`config.mk`:
```
export PLATFORM = sky130hd
export DESIGN_NAME = hdr_merge_core
export DESIGN_NICKNAME = d
export VERILOG_FILES = /design/src/rtl/hdr_merge_core.sv
export SDC_FILE = /design/constraint.sdc
export NUM_CORES = 2
export LEC_CHECK = 0
export ABC_AREA = 0
export CORE_ASPECT_RATIO = 0.9
export CORE_MARGIN = 2
export CORE_UTILIZATION = 57
export CTS_CLUSTER_SIZE = 20
export DETAILED_ROUTE_END_ITERATION = 8
export PLACE_DENSITY_LB_ADDON = 0.2
export SYNTH_ARGS = -nofsm -noshare
export SYNTH_HDL_FRONTEND = slang
export SYNTH_SLANG_ARGS = --single-unit
```
`constraint.sdc`:
```
create_clock -name clk -period 16.44 [get_ports clk]
set_input_delay 1.644 -clock clk [delete_from_list [all_inputs] [get_ports clk]]
set_output_delay 1.644 -clock clk [all_outputs]
set_load 0.03 [all_outputs]
```
`src/rtl/hdr_merge_core.sv`:
```
// hdr_merge_core: per-pixel HDR radiance merge.
// For each of CH channels computes sum_e(w_e*(g_e+lnexp_e)) / sum_e(w_e) in unsigned fixed
// point (FP fraction bits). Exposures are accumulated one per cycle, then every channel runs
// a lock-step restoring divider (one quotient bit per cycle). The result is saturated to N
// bits, and a zero weight sum is flagged.
// Ports:
//   clk, rst            clock, asynchronous active-high reset
//   in_valid/in_ready   input handshake; in_ready is high only while idle
//   g_in, w_in          response and weight, slice (c*NUM_EXP+e)*N
//   ln_exp              log exposure time per exposure, slice e*N
//   out_valid/out_ready output handshake
//   out_le              merged log-radiance per channel, slice c*N
//   out_sat, out_zero_w per-channel clamp and zero-weight flags
module hdr_merge_core #(
  parameter int unsigned N       = 8,
  parameter int unsigned FP      = 4,
  parameter int unsigned NUM_EXP = 3,
  parameter int unsigned CH      = 3
) (
  input  logic                    clk,
  input  logic                    rst,
  input  logic                    in_valid,
  output logic                    in_ready,
  input  logic [CH*NUM_EXP*N-1:0] g_in,
  input  logic [CH*NUM_EXP*N-1:0] w_in,
  input  logic [NUM_EXP*N-1:0]    ln_exp,
  output logic                    out_valid,
  input  logic                    out_ready,
  output logic [CH*N-1:0]         out_le,
  output logic [CH-1:0]           out_sat,
  output logic [CH-1:0]           out_zero_w
);

  localparam int unsigned EW    = $clog2(NUM_EXP);
  localparam int unsigned ACC_W = 2 * N + 1 + EW;
  localparam int unsigned DW    = ACC_W + FP;
  localparam int unsigned WS_W  = N + EW;
  localparam int unsigned CW    = $clog2(DW);
  localparam int unsigned PW    = 2 * N + 1;
  localparam int unsigned GW    = CH * NUM_EXP * N;
  localparam int unsigned LW    = NUM_EXP * N;

  localparam logic [1:0] StIdle  = 2'd0;
  localparam logic [1:0] StAccum = 2'd1;
  localparam logic [1:0] StDiv   = 2'd2;
  localparam logic [1:0] StHold  = 2'd3;

  logic [1:0]       state_q, state_d;
  logic [GW-1:0]    g_q, g_d, w_q, w_d;
  logic [LW-1:0]    ln_q, ln_d;
  logic [EW-1:0]    e_q, e_d;
  logic [CW-1:0]    cnt_q, cnt_d;
  logic [ACC_W-1:0] acc_q [CH];
  logic [ACC_W-1:0] acc_d [CH];
  logic [WS_W-1:0]  wsum_q [CH];
  logic [WS_W-1:0]  wsum_d [CH];
  logic [WS_W-1:0]  rem_q [CH];
  logic [WS_W-1:0]  rem_d [CH];
  logic [DW-1:0]    quo_q [CH];
  logic [DW-1:0]    quo_d [CH];
  logic [CH*N-1:0]  le_q, le_d;
  logic [CH-1:0]    sat_q, sat_d, zw_q, zw_d;

  // Datapath temporaries, one set per channel
  logic [N-1:0]     ln_cur;
  logic [N-1:0]     g_cur  [CH];
  logic [N-1:0]     w_cur  [CH];
  logic [N:0]       diff   [CH];
  logic [PW-1:0]    prod   [CH];
  logic [DW-1:0]    dvd    [CH];
  logic [WS_W:0]    trial  [CH];
  logic             qbit   [CH];
  logic [WS_W-1:0]  rem_nx [CH];
  logic [DW-1:0]    quo_nx [CH];

  always_comb begin
    ln_cur = ln_q[int'(e_q)*N +: N];
    for (int c = 0; c < CH; c++) begin
      g_cur[c] = g_q[(c * NUM_EXP + int'(e_q)) * N +: N];
      w_cur[c] = w_q[(c * NUM_EXP + int'(e_q)) * N +: N];
      // N+1 bits holds the full sum, so the log-domain add never wraps
      diff[c]  = {1'b0, g_cur[c]} + {1'b0, ln_cur};
      prod[c]  = PW'(diff[c]) * PW'(w_cur[c]);
      // Restoring division step: dividend bits are fed MSB first from acc<<FP
      dvd[c]   = {acc_q[c], {FP{1'b0}}};
      trial[c] = {rem_q[c], dvd[c][DW-1-int'(cnt_q)]};
      qbit[c]  = (trial[c] >= {1'b0, wsum_q[c]});
      // With wsum==0 the remainder is meaningless; that case is flagged, not used
      rem_nx[c] = qbit[c] ? WS_W'(trial[c] - {1'b0, wsum_q[c]}) : WS_W'(trial[c]);
      quo_nx[c] = {quo_q[c][DW-2:0], qbit[c]};
    end
  end

  always_comb begin
    state_d = state_q;
    g_d     = g_q;
    w_d     = w_q;
    ln_d    = ln_q;
    e_d     = e_q;
    cnt_d   = cnt_q;
    le_d    = le_q;
    sat_d   = sat_q;
    zw_d    = zw_q;
    for (int c = 0; c < CH; c++) begin
      acc_d[c]  = acc_q[c];
      wsum_d[c] = wsum_q[c];
      rem_d[c]  = rem_q[c];
      quo_d[c]  = quo_q[c];
    end

    case (state_q)
      StIdle: begin
        if (in_valid) begin
          g_d  = g_in;
          w_d  = w_in;
          ln_d = ln_exp;
          e_d  = '0;
          for (int c = 0; c < CH; c++) begin
            acc_d[c]  = '0;
            wsum_d[c] = '0;
          end
          state_d = StAccum;
        end
      end
      StAccum: begin
        for (int c = 0; c < CH; c++) begin
          acc_d[c]  = acc_q[c] + ACC_W'(prod[c] >> FP);
          wsum_d[c] = wsum_q[c] + WS_W'(w_cur[c]);
        end
        if (e_q == EW'(NUM_EXP - 1)) begin
          cnt_d = '0;
          for (int c = 0; c < CH; c++) begin
            rem_d[c] = '0;
            quo_d[c] = '0;
          end
          state_d = StDiv;
        end else begin
          e_d = e_q + 1'b1;
        end
      end
      StDiv: begin
        for (int c = 0; c < CH; c++) begin
          rem_d[c] = rem_nx[c];
          quo_d[c] = quo_nx[c];
        end
        if (cnt_q == CW'(DW - 1)) begin
          // Last quotient bit: resolve flags and clamp straight from the next quotient
          for (int c = 0; c < CH; c++) begin
            if (wsum_q[c] == '0) begin
              le_d[c*N +: N] = '0;
              sat_d[c]       = 1'b0;
              zw_d[c]        = 1'b1;
            end else if (quo_nx[c][DW-1:N] != '0) begin
              le_d[c*N +: N] = '1;
              sat_d[c]       = 1'b1;
              zw_d[c]        = 1'b0;
            end else begin
              le_d[c*N +: N] = quo_nx[c][N-1:0];
              sat_d[c]       = 1'b0;
              zw_d[c]        = 1'b0;
            end
          end
          state_d = StHold;
        end else begin
          cnt_d = cnt_q + 1'b1;
        end
      end
      StHold: begin
        if (out_ready) state_d = StIdle;
      end
      default: state_d = StIdle;
    endcase
  end

  always_ff @(posedge clk or posedge rst) begin
    if (rst) begin
      state_q <= StIdle;
      g_q     <= '0;
      w_q     <= '0;
      ln_q    <= '0;
      e_q     <= '0;
      cnt_q   <= '0;
      le_q    <= '0;
      sat_q   <= '0;
      zw_q    <= '0;
      for (int c = 0; c < CH; c++) begin
        acc_q[c]  <= '0;
        wsum_q[c] <= '0;
        rem_q[c]  <= '0;
        quo_q[c]  <= '0;
      end
    end else begin
      state_q <= state_d;
      g_q     <= g_d;
      w_q     <= w_d;
      ln_q    <= ln_d;
      e_q     <= e_d;
      cnt_q   <= cnt_d;
      le_q    <= le_d;
      sat_q   <= sat_d;
      zw_q    <= zw_d;
      for (int c = 0; c < CH; c++) begin
        acc_q[c]  <= acc_d[c];
        wsum_q[c] <= wsum_d[c];
        rem_q[c]  <= rem_d[c];
        quo_q[c]  <= quo_d[c];
      end
    end
  end

  assign in_ready   = (state_q == StIdle);
  assign out_valid  = (state_q == StHold);
  assign out_le     = le_q;
  assign out_sat    = sat_q;
  assign out_zero_w = zw_q;

endmodule

```
== Word-level counts from Yosys, hierarchy flattened ==
Index checks and enable logic that the tools add are counted.

* Output and inout bits: 32
* Logic and storage cells: 122
* Register bits: 390
* Input port bits: 172

* Add/sub/neg operators: 17
* Shift-type cells: 7
* Reduce and logical (&&, ||, !) cells: 16
* Equal/unequal tests: 11
* $mul: 3
* Mux-type cells: 43
* $lt $le $gt $ge: 4

{| class="wikitable"
|+ Operators with widths
! cell !! number
|-
| 72-bit by 33-bit indexed part select with 8-bit output || 2
|-
| 72-bit by 6-bit indexed part select with 8-bit output || 2
|-
| 68-bit one-hot mux with 2 select lines || 1
|-
| 30-bit one-hot mux with 2 select lines || 2
|-
| 57-bit one-hot mux with 2 select lines || 1
|-
| 72-bit by 7-bit indexed part select with 8-bit output || 1
|-
| 72-bit by 8-bit indexed part select with 8-bit output || 1
|-
| 68-bit 2-to-1 mux || 1
|-
| 30-bit 2-to-1 mux || 2
|-
| 19-bit by 13-bit adder with 19-bit output || 3
|-
| 57-bit 2-to-1 mux || 1
|-
| 9-bit by 8-bit multiplier with 17-bit output || 3
|-
| 8-bit 2-to-1 mux || 6
|-
| 15-bit nonzero test || 3
|-
| 11-bit by 10-bit >= comparator with 1-bit output || 3
|-
| 32-bit by 6-bit < comparator with 1-bit output (second input constant) || 1
|-
| 10-bit by 8-bit adder with 10-bit output || 3
|-
| 10-bit zero test || 3
|-
| 10-bit 2-to-1 mux || 3
|-
| 10-bit subtractor || 3
|-
| 8-bit by 8-bit adder with 9-bit output || 3
|-
| 24-bit by 6-bit indexed part select with 8-bit output || 1
|-
| 1-bit binary-select mux with 5-bit select || 3
|-
| 1-bit 2-to-1 mux || 12
|-
| 20 further kinds || 37
|}

== Depth between registers and ports, before layout ==
* Depth after elaboration: 6
* Depth in mapped cells: 37
* Gate-level depth less buffers: 34

== Worst setup path before layout ==
Ideal clock, no wire load.

* Kind: reg-to-reg
* Start point: register e_q[1]
* End point: register acc_q[14] in the netlist's numbering
* Data required time: 16.361 ns
* Library setup time: 0.079 ns
* Clock period less this slack: 8.932 ns
* Buffers on the path: 4
* Slack: 7.508 ns
* Cell stages (with the launch flop): 36
* Arrival time: 8.853 ns
* Path through: dfrtp_1 -> buf_2 -> buf_1 -> clkbuf_1 -> buf_1 -> mux2i_1 -> o21ai_0 -> ha_1 -> a21o_1 -> a21oi_1 -> o21bai_1 -> a21oi_1 -> o21bai_1 -> a21oi_1 -> xor2_1 -> nor2_1 -> fa_1 -> fa_1 -> fa_1 -> inv_1 -> fa_1 -> inv_1 -> ha_1 -> a21oi_1 -> o21ai_0 -> a21oi_1 -> nor2b_1 -> o31ai_1 -> mux2i_1 -> nand2_1 -> ha_1 -> nand4_1 -> a21oi_1 -> o31a_1 -> o211ai_1 -> mux2i_1

* Cells in the longest elaborated chain, start to end: 6
* Elaborated cells on any way between the ends: 8
* Classes of those cells: add/sub: 3; mul: 1; shift: 3; mux: 1

{| class="wikitable"
|+ Ends and longest elaborated chain
! what !! line !! RTL
|-
| start, declared || 51 || <nowiki>logic [EW-1:0] e_q, e_d;</nowiki>
|-
| start signal, assigned || 181 || <nowiki>e_q <= '0;</nowiki>
|-
| start signal, assigned || 197 || <nowiki>e_q <= e_d;</nowiki>
|-
| 3-bit by 2-bit adder with 4-bit output || 79, 80 ||
|-
| 72-bit by 33-bit indexed part select with 8-bit output || 79 || <nowiki>g_cur[c] = g_q[(c * NUM_EXP + int'(e_q)) * N +: N];</nowiki>
|-
| 8-bit by 8-bit adder with 9-bit output || 82 || <nowiki>diff[c] = {1'b0, g_cur[c]} + {1'b0, ln_cur};</nowiki>
|-
| 9-bit by 8-bit multiplier with 17-bit output (*) || 83 || <nowiki>prod[c] = PW'(diff[c]) * PW'(w_cur[c]);</nowiki>
|-
| 19-bit by 13-bit adder with 19-bit output (*) || 127 || <nowiki>acc_d[c] = acc_q[c] + ACC_W'(prod[c] >> FP);</nowiki>
|-
| 57-bit one-hot mux with 2 select lines (*) || 111 || <nowiki>case (state_q)</nowiki>
|-
| end signal, assigned by index || 203 || <nowiki>acc_q[c] <= acc_d[c];</nowiki>
|-
| end, declared || 53 || <nowiki>logic [ACC_W-1:0] acc_q [CH];</nowiki>
|}

Mark *: on every way between the ends. The rest lies on a longest branch, timed or not.
A chain may end at the register's enable or synchronous reset.

== Final worst setup path ==
* Start point: register e_q[0]
* End point: register acc_q[17] in the netlist's numbering

The elaborated chain is that of the path after synthesis.

==> impl_metrics.json <==
{
  "die-area_um2": 50800,
  "postCtsSetupRepairBufs": 0,
  "synthToLayoutAreaGrowth_pct": 15.1,
  "synth-edff-count": 0,
  "synth-seq-area-share_pct": 34.9,
  "setup_viol": 0,
  "ctsHoldBuffers": 0,
  "viasPerCell": 5.91,
  "maxSlewViolCount": 0,
  "clk_pin_slew_ps": 60,
  "ctsResizeCount": 0,
  "io_buffers": 203,
  "critPathCapture": "acc_q[17]$_DFFE_PP0P_",
  "finalCritPeriodShare_pct": 57.1,
  "wl_um": 70500,
  "cap_violations": 0,
  "synthFlopType": "dfrtp_1",
  "timing.final.hold_violations": 0,
  "status": "completed",
  "cp_max_fo": 63,
  "vias": 20883,
  "cts_made_buffers": 44,
  "grt_setup_unrepaired": "no",
  "fin_area_um2": 32100,
  "avgSynthCellArea_um2": 10.4,
  "arrival_ps": 9800,
  "yosys_register_bits": 390,
  "grt_max_degree": 106,
  "clock-sinks": 390,
  "yosys_warnings": 0,
  "first_pass_iters": 6,
  "fill_cells": 3711,
  "tns_ps": 0,
  "dieWidth_um": 237,
  "async_flop_share_pct": 100,
  "die_h_um": 214,
  "final_common_cell": "dfrtp_1",
  "max_slew.worst_pin.slew_ps": 1060,
  "fin_nets": 3416,
  "wl_per_cell_um": 20.0,
  "crit_start": "e_q[0]$_DFFE_PP0P_",
  "skew_ps": 24.1,
  "postRouteAntennaNets": 0,
  "critPathLaunchType": "flip-flop",
  "critical-path-slowest-cell": "buf_4",
  "drive_gt1_share_pct": 11.5,
  "grt_pass1_vias": 21467,
  "r2r_end": "acc_q[17]$_DFFE_PP0P_",
  "row_count": 76,
  "cp-end-kind": "flip-flop",
  "core_area_um2": 48100,
  "grt_pass1_wl_um": 114000,
  "finalCriticalPeriod_ps": 9380,
  "ios": 204,
  "cts_tree": "yes",
  "mostFrequentLayoutCells": "388 x dfrtp_1, 290 x inv_1, 230 x ha_1",
  "r2r_slack_ps": 7060,
  "synth_fp_nets": 3229,
  "clk_latency_ps": 590,
  "track_usage_pct": 28.0,
  "fmaxAchievable_ghz": 0.107,
  "worstReg2RegStart": "e_q[0]$_DFFE_PP0P_",
  "syn_inst": 2689,
  "clock_path_buffers": 3,
  "cts-root-buf": "clkbuf_16",
  "required_ps": 16860,
  "ys_types": 73,
  "htreeDepth": 2,
  "slew_headroom_pct": 29.7,
  "initial_core_util_pct": 58.0,
  "cpPeakStageDelay_ps": 680,
  "r2r_cells": 35,
  "hold_path_class": "flip-flop to flip-flop",
  "place_area_um2": 30600,
  "hp-start": "out_sat[0]$_DFFE_PP0P_",
  "antenna_found_initial": 2,
  "crit_type": "flip-flop to flip-flop",
  "place.gp.congestion": 0.909,
  "drt-initial-drc-count": 1606,
  "grt-ovfl-total": 0,
  "drc": 0,
  "detailed_place_hpwl_um": 54200,
  "netlist_area_um2": 27900
}
## worst max-delay path: cells and delay by family, from the launching register on
| family | cells | cell delay [ps] |
|---|---|---|
| AND/OR/NAND/NOR | 6 | 790 |
| XOR/XNOR | 2 | 680 |
| AO/OA/AOI/OAI | 16 | 3200 |
| buffers and inverters | 4 | 1090 |
| adder cells (fa/ha/maj) | 7 | 3070 |
| flip-flops | 1 | 340 |
## flip-flops by register name (all words and copies together), names as in the netlist
name,flops
ln_q,24
e_q,2
out_le,24
acc_q,57
w_q,72
out_zero_w,3
wsum_q,30
quo_nx,66
state_q,2
rem_q,30
g_q,72
cnt_q,5
out_sat,3
## Yosys cell counts (53+ instances only)
cell type,n,area [um2]
a22o_1,77,674
mux2i_1,68,681
mux2_2,176,1980
fa_1,138,2760
inv_1,291,1090
and2_1,53,332
nand2_1,190,713
o21ai_0,138,691
ha_1,230,2880
xnor2_1,82,718
dfrtp_1,390,9760
a21oi_1,106,531
clkbuf_1,66,248
nor2_1,173,649
## through the flow
stage | instances | util (%) | hold slack [ps] | worst slack [ps]
detailed placement | 3454 | 63.6 | 467 | 7230
CTS | 3533 | 66.8 | 480 | 7140
global route | 3533 | 66.8 | 493 | 6310
global placement | 3454 | 63.6 | 462 | 7520
finish | 3534 | 66.8 | 477 | 7060
floorplan | 2689 | - | 450 | 3960
## cells by family (layout without fill, tap and decap cells)
logic type	after synthesis	in the layout	synth area share [%]
adders and majority gates	368	368	20.2
other	0	1	0
AOI/OAI and AO/OA	524	524	12.5
and+or+nand+nor	619	619	10.5
DFF	390	390	34.9
muxes	283	283	12.7
buffers and inverters	378	598	5.13
xor gates and xnor gates	127	127	3.98
## worst min path at each step
| stage | endpoint | slack [ps] | cells after the start |
|---|---|---|---|
| after global routing | out_sat[0]$_DFFE_PP0P_ | 490 | 1 |
| after floorplan | rem_q[29]$_DFFE_PP0P_ | 450 | 2 |
| final | out_sat[0]$_DFFE_PP0P_ | 480 | 1 |
| after detailed placement | out_sat[0]$_DFFE_PP0P_ | 470 | 1 |
| after CTS | out_sat[0]$_DFFE_PP0P_ | 480 | 1 |
| after global placement | out_sat[0]$_DFFE_PP0P_ | 460 | 1 |
## cell type report
type	instances	area, um2	share of cell area, %
flip-flops and latches	390	9760	30.4
repair buffers	228	2220	6.91
diodes	1	2.50	0.00779
inverters	291	1100	3.42
clock inverters	19	245	0.763
well taps	624	781	2.43
clock buffers	60	1260	3.92
multi-input cells	1921	16800	52.2
## routing by layer
| metal | vias to the layer above | GRT usage [%] | wire [um] |
|---|---|---|---|
| met5 | - | 0 | 13 |
| met4 | 2 | 8.87 | 2010 |
| met2 | 611 | 46.2 | 33600 |
| met3 | 121 | 4.06 | 3700 |
| li1 | 9701 | - | - |
| met1 | 10448 | 38.5 | 31200 |
Power is left out: the tool's default activity adds up to more than one toggle a clock period on the data nets, which glitch-free logic cannot reach.
